**src/rtl/uart_tx_param_if.sv**
```systemverilog
// Valid/ready handshake and serial-line bundle for uart_tx_param.
// The source side uses the master modport; the transmitter uses the slave modport.
interface uart_tx_param_if #(
  parameter int DATA_BITS = 8
);
  logic [DATA_BITS-1:0] tx_data;
  logic                 tx_valid;
  logic                 tx_ready;
  logic                 DataOut;
  logic                 charTX;
  logic                 busy;

  modport master (
    output tx_data, tx_valid,
    input  tx_ready, DataOut, charTX, busy
  );

  modport slave (
    input  tx_data, tx_valid,
    output tx_ready, DataOut, charTX, busy
  );
endinterface

```
**src/rtl/uart_tx_param.sv**
```systemverilog
// Parametrised UART transmitter: start bit, DATA_BITS data bits LSB first,
// optional odd/even parity and one or two stop bits, each held for CLK_DIV clocks.
module uart_tx_param #(
  parameter int CLK_DIV   = 434,
  parameter int DATA_BITS = 8,
  parameter int PARITY    = 0,
  parameter int STOP_BITS = 1
) (
  input  logic             CLOCK_50,
  input  logic             reset,
  uart_tx_param_if.slave   bus
);

  localparam logic [2:0] S_IDLE  = 3'd0;
  localparam logic [2:0] S_START = 3'd1;
  localparam logic [2:0] S_DATA  = 3'd2;
  localparam logic [2:0] S_PAR   = 3'd3;
  localparam logic [2:0] S_STOP  = 3'd4;

  localparam logic [15:0] LP_DIV_LAST  = 16'(CLK_DIV - 1);
  localparam logic [15:0] LP_DIV_PRE   = 16'(CLK_DIV - 2);
  localparam logic [3:0]  LP_DATA_LAST = 4'(DATA_BITS - 1);
  localparam logic [3:0]  LP_STOP_LAST = 4'(STOP_BITS - 1);

  if ((CLK_DIV < 2) || (CLK_DIV > 65535) || (DATA_BITS < 5) || (DATA_BITS > 9) ||
      (PARITY < 0) || (PARITY > 2) || (STOP_BITS < 1) || (STOP_BITS > 2)) begin : g_param_check
    $error("uart_tx_param: illegal parameter value");
  end

  // Odd mode inverts the XOR so that the total count of ones including the parity bit is odd.
  function automatic logic f_parity(input logic [DATA_BITS-1:0] d);
    if (PARITY == 1) begin
      f_parity = ~(^d);
    end else begin
      f_parity = ^d;
    end
  endfunction

  logic [2:0]           r_state;
  logic [15:0]          r_timer;
  logic [3:0]           r_bit_idx;
  logic [DATA_BITS-1:0] r_shift;
  logic                 r_par_bit;
  logic                 r_data_out;
  logic                 r_char_tx;
  logic                 r_busy;

  logic w_ready;
  logic w_handshake;
  logic w_bit_end;

  assign w_ready     = (r_state == S_IDLE);
  assign w_handshake = bus.tx_valid && w_ready;
  assign w_bit_end   = (r_timer == LP_DIV_LAST);

  assign bus.tx_ready = w_ready;
  assign bus.DataOut  = r_data_out;
  assign bus.charTX   = r_char_tx;
  assign bus.busy     = r_busy;

  // Frame sequencer; DataOut is loaded with the level of the bit about to start.
  always_ff @(posedge CLOCK_50 or posedge reset) begin
    if (reset) begin
      r_state    <= S_IDLE;
      r_timer    <= 16'd0;
      r_bit_idx  <= 4'd0;
      r_shift    <= '0;
      r_par_bit  <= 1'b0;
      r_data_out <= 1'b1;
      r_char_tx  <= 1'b0;
      r_busy     <= 1'b0;
    end else begin
      r_char_tx <= (r_state == S_STOP) && (r_bit_idx == LP_STOP_LAST) && (r_timer == LP_DIV_PRE);

      if ((r_state == S_IDLE) || w_bit_end) begin
        r_timer <= 16'd0;
      end else begin
        r_timer <= r_timer + 16'd1;
      end

      case (r_state)
        S_IDLE: begin
          if (w_handshake) begin
            r_shift    <= bus.tx_data;
            r_par_bit  <= f_parity(bus.tx_data);
            r_bit_idx  <= 4'd0;
            r_data_out <= 1'b0;
            r_busy     <= 1'b1;
            r_state    <= S_START;
          end
        end
        S_START: begin
          if (w_bit_end) begin
            r_data_out <= r_shift[0];
            r_state    <= S_DATA;
          end
        end
        S_DATA: begin
          if (w_bit_end) begin
            r_shift <= r_shift >> 1;
            if (r_bit_idx == LP_DATA_LAST) begin
              r_bit_idx <= 4'd0;
              if (PARITY != 0) begin
                r_data_out <= r_par_bit;
                r_state    <= S_PAR;
              end else begin
                r_data_out <= 1'b1;
                r_state    <= S_STOP;
              end
            end else begin
              r_bit_idx  <= r_bit_idx + 4'd1;
              r_data_out <= r_shift[1];
            end
          end
        end
        S_PAR: begin
          if (w_bit_end) begin
            r_data_out <= 1'b1;
            r_state    <= S_STOP;
          end
        end
        S_STOP: begin
          if (w_bit_end) begin
            if (r_bit_idx == LP_STOP_LAST) begin
              r_bit_idx <= 4'd0;
              r_busy    <= 1'b0;
              r_state   <= S_IDLE;
            end else begin
              r_bit_idx <= r_bit_idx + 4'd1;
            end
          end
        end
        default: begin
          r_state    <= S_IDLE;
          r_bit_idx  <= 4'd0;
          r_data_out <= 1'b1;
          r_busy     <= 1'b0;
        end
      endcase
    end
  end

endmodule

```
**src/flat_wrapper.sv**
```systemverilog
// flat-port wrapper written by rule: the top's interface ports become plain ports
module uart_tx_param_flat 
#(
  parameter int CLK_DIV   = 434,
  parameter int DATA_BITS = 8,
  parameter int PARITY    = 0,
  parameter int STOP_BITS = 1
)
  (CLOCK_50, reset, bus_tx_data, bus_tx_valid, bus_tx_ready, bus_DataOut, bus_charTX, bus_busy);
  uart_tx_param_if #(.DATA_BITS(DATA_BITS)) bus_i ();
  input  logic CLOCK_50;
  input  logic reset;
  input wire logic [$bits(bus_i.tx_data)-1:0] bus_tx_data;
  input wire logic [$bits(bus_i.tx_valid)-1:0] bus_tx_valid;
  output wire logic [$bits(bus_i.tx_ready)-1:0] bus_tx_ready;
  output wire logic [$bits(bus_i.DataOut)-1:0] bus_DataOut;
  output wire logic [$bits(bus_i.charTX)-1:0] bus_charTX;
  output wire logic [$bits(bus_i.busy)-1:0] bus_busy;
  assign bus_i.tx_data = bus_tx_data;
  assign bus_i.tx_valid = bus_tx_valid;
  assign bus_tx_ready = bus_i.tx_ready;
  assign bus_DataOut = bus_i.DataOut;
  assign bus_charTX = bus_i.charTX;
  assign bus_busy = bus_i.busy;
  uart_tx_param #(.CLK_DIV(CLK_DIV), .DATA_BITS(DATA_BITS), .PARITY(PARITY), .STOP_BITS(STOP_BITS)) u_core (.CLOCK_50(CLOCK_50), .reset(reset), .bus(bus_i));
endmodule
```
**config.mk**
```make
export PLATFORM = sky130hd
export DESIGN_NAME = uart_tx_param_flat
export DESIGN_NICKNAME = d
export VERILOG_FILES = /design/src/rtl/uart_tx_param_if.sv /design/src/rtl/uart_tx_param.sv /design/src/flat_wrapper.sv
export SDC_FILE = /design/constraint.sdc
export NUM_CORES = 1
export LEC_CHECK = 0
export CAP_MARGIN = 5
export CORE_MARGIN = 5
export CORE_UTILIZATION = 40
export CTS_CLUSTER_DIAMETER = 80
export DETAILED_ROUTE_END_ITERATION = 6
export GPL_TIMING_DRIVEN = 0
export PLACE_DENSITY = 0.68
export SYNTH_ARGS = -nofsm -noshare
export SYNTH_HDL_FRONTEND = slang
export SYNTH_SLANG_ARGS = --single-unit
```
**constraint.sdc**
```tcl
create_clock -name CLOCK_50 -period 2.75 [get_ports CLOCK_50]
set_clock_uncertainty 0.2 [all_clocks]
set_input_delay 0.6875 -clock CLOCK_50 [delete_from_list [all_inputs] [get_ports CLOCK_50]]
set_output_delay 0.6875 -clock CLOCK_50 [all_outputs]
set_load 0.02 [all_outputs]
```
==> key figures <==
Power
  – Pleak: 1.05 nW
  – Worst VDD drop: 0.000246 V
  – Comb pwr share: around 3.4%
  – Sw Ratio: 19.8%
  – Sequential Power Share: roughly 51%
  – NetSw: between 0.00015 and 0.0002 W
  – Internal power: 0.000786 W
  – Pwr Total: 0.000981 W
  – Pwr per Cell Area: roughly 440 nW/µm²
  – Clock power frac: about 46%

Timing
  – Hold Slack: ~0.31 ns
  – RSZ-0062 raised after global routing: no
  – Max Slew Vio Count: 0
  – Sum Neg Setup Slack: 0 ns
  – Post-route clock period utilization: 91.0%
  – Worst-Margin Slew: approximately 0.58 ns
  – Post-layout min period: about 2.5 ns
  – Slew Limit Headroom: around three fifths
  – Endpoints failing setup: 0
  – Hold Violations, Final: 0
  – F_max: 400 MHz

Synthesis
  – Synthesized area: 1880 µm²
  – Mean Syn Cell Area: roughly 10 µm²
  – Sequential area share after synthesis: 45.3%
  – Asr flop ratio synth: 100%
  – Post-synthesis cell type count: 50
  – Net Count, Synth: 202
  – Warnings, synthesis: 0
  – Most used DFF post-synth: dfrtp_1
  – Post-synth EDFFs: 0
  – Number of synthesized register bits: 34
  – Cells after Synth: 186

Worst setup path
  – CP Data Arrival Time: roughly 2.5 ns
  – CP Class: flop to flop
  – CP Capture Type: flop
  – Worst path required time: 2.72 ns
  – Worst R2R Setup Slack: 0.25 ns
  – Startpoint types: flop
  – Critical-path maximum fanout: 10

Detailed routing
  – Initial DRC count: 49
  – Post-route DRC: 0
  – Routed vias: 1,402
  – Via density per instance: 5.33
  – Total wire length: approximately 3500 µm
  – DRT Pass-1 Iters: 4
  – Avg WL per Cell: 13.2 µm
  – Antenna Nets Post-Route: 0

Clock network
  – Clock Root Buffer: clkbuf_8
  – CTS Sinks: 34
  – Num CTS Buffers: 5
  – CTS Hold Bufs: 0
  – H-tree depth: 2
  – Clk Latency, worst-skew pair: 0.29 ns
  – Post-CTS Setup Inserts: 0
  – Reg clk slew, reported paths: ~0.070 ns
  – Maximum buffer depth of the clock tree: 2
  – CTS tree: done

Outcome
  – Outcome: finished clean

Floorplanning
  – Die ar.: 6170 µm²
  – Row cnt: 25
  – Core area: 4630 µm²
  – Ports: 15
  – Die Ht: 78.5 µm
  – Die W: 78.5 µm
  – Initial core utilization: 40.6%

Placed design
  – Placed insts: 255
  – Dpl hpwl: 2580 µm
  – IO Port Bufs: 14
  – Routability cong.: 0.788

Global route
  – Gr ovfl total: 0
  – Vias in the first global route: approximately 1,400
  – First-pass GRT wire length: 6490 µm
  – Largest net degree at the start of global routing: 23
  – GRT Total Usage: 13.2%
  – Initial antenna violation count: 0

Final layout
  – Final Non-Filler Cells: between 200 and 300
  – Area growth syn-to-layout: 19.0%
  – Layout cells sized above 1: between 10% and 20%
  – Most common cell after layout, fill and taps aside: dfrtp_1
  – Leading cell types in the layout, fill and taps excluded: dfrtp_1 (33), nor2_1 (15), inv_1 (14)
  – Diode count: 0
  – Layout Nets: 224

Min path
  – Hold/Removal Path Class: flop to flop

Job
  – Max Cap Viol: 0
## kinds of logic after synthesis
logic type	share of synthesized area, %
AOI/OAI and AO/OA	11.7
xor gates and xnor gates	4.66
DFF	45.3
buffers and inverters	4.53
and+or+nand+nor	21.2
adders and majority gates	3.33
muxes	9.25
## state kept, by name, indices dropped and copies added, names as in the netlist
| name | count |
|---|---|
| u_core.bus.DataOut | 1 |
| u_core.bus.busy | 1 |
| u_core.bus.charTX | 1 |
| u_core.r_bit_idx | 4 |
| u_core.r_shift | 8 |
| u_core.r_state | 3 |
| u_core.r_timer | 16 |
## critical path, stage by stage (launching register included)
cell,delay (ns)
dfrtp_1,0.42
or4_1,0.59
nor4_2,0.38
or2_2,0.17
clkbuf_1,0.26
buf_2,0.29
nor2_1,0.07
## cell usage after synthesis (2+ instances only)
master | number | share of area [%]
o21ai_0 | 7 | 1.9
mux2i_1 | 5 | 2.7
a21oi_1 | 7 | 1.9
clkbuf_1 | 3 | 0.60
or3_1 | 5 | 1.7
xnor2_1 | 4 | 1.9
and3_1 | 3 | 1.0
inv_1 | 14 | 2.8
nor2_1 | 15 | 3.0
nand3_1 | 9 | 2.4
or4_1 | 4 | 1.6
mux2_2 | 11 | 6.6
ha_1 | 5 | 3.3
o2bb2ai_1 | 2 | 0.93
nor3_1 | 2 | 0.53
buf_2 | 2 | 0.53
nand2_1 | 12 | 2.4
o22ai_1 | 2 | 0.67
or3b_2 | 3 | 1.4
dfrtp_1 | 33 | 44
nand4_1 | 3 | 1.0
nor4_1 | 2 | 0.67
xor2_1 | 6 | 2.8
## path summary, 6_finish.rpt
kind                            depth (start not counted)               start            endpoint
worst min register to register                          1   u_core.r_shift[6]   u_core.r_shift[6]
min in group asynchronous                               2               reset   u_core.r_shift[2]
worst max register to register                          6  u_core.r_timer[12]   u_core.r_timer[9]
max in group asynchronous                               3               reset  u_core.r_timer[11]
worst min-delay path                                    1   u_core.r_shift[6]   u_core.r_shift[6]
worst max-delay path                                    6  u_core.r_timer[12]   u_core.r_timer[9]
## power groups by stage
| stage | registers (W) | clock network, W | logic (W) |
|---|---|---|---|
| 2_1_floorplan | 0.000509 | 0 | 0.0000118 |
| 3_3_place_gp | 0.000509 | 0 | 0.0000298 |
| 3_5_place_dp | 0.000509 | 0 | 0.0000347 |
| 4_1_cts | 0.000500 | 0.000464 | 0.0000348 |
| 5_1_grt | 0.000500 | 0.000487 | 0.0000378 |
| 6_report | 0.000500 | 0.000447 | 0.0000334 |
## cell type report
cell class	instances	area, µm²
inverter	14	52.6
timing repair buffer	15	170
clock buffer	5	68.8
fill	444	2390
multi-input combinational	132	953
tap	54	67.6
clock inverter	3	40.0
sequential	34	852
buffer	6	32.5
## layer usage
metal / up-vias / share of wire [%] / track usage (%)
li1: 706 / - / -
met1: 670 / 48 / 17.2
met2: 19 / 47 / 20.5
met3: 7 / 3.6 / 4.01
met4: 0 / 1.8 / 4.72
met5: - / 0 / 0
## per-stage QoR
step	cell area, µm²	util, %	setup WS, ns
3_3_place_gp	2090	45.1	0.138
3_5_place_dp	2110	45.7	0.116
4_1_cts	2230	48.1	0.0587
5_1_grt	2240	48.3	0.0479
6_report	2240	48.3	0.248
2_1_floorplan	1880	-	0.432
## repair_timing
action                                  4_1_cts  5_1_grt
gates resized for setup                       1        2
endpoints found under the setup margin        1       11
pin swaps                                     0        0
(Power assumes the default switching activity.)
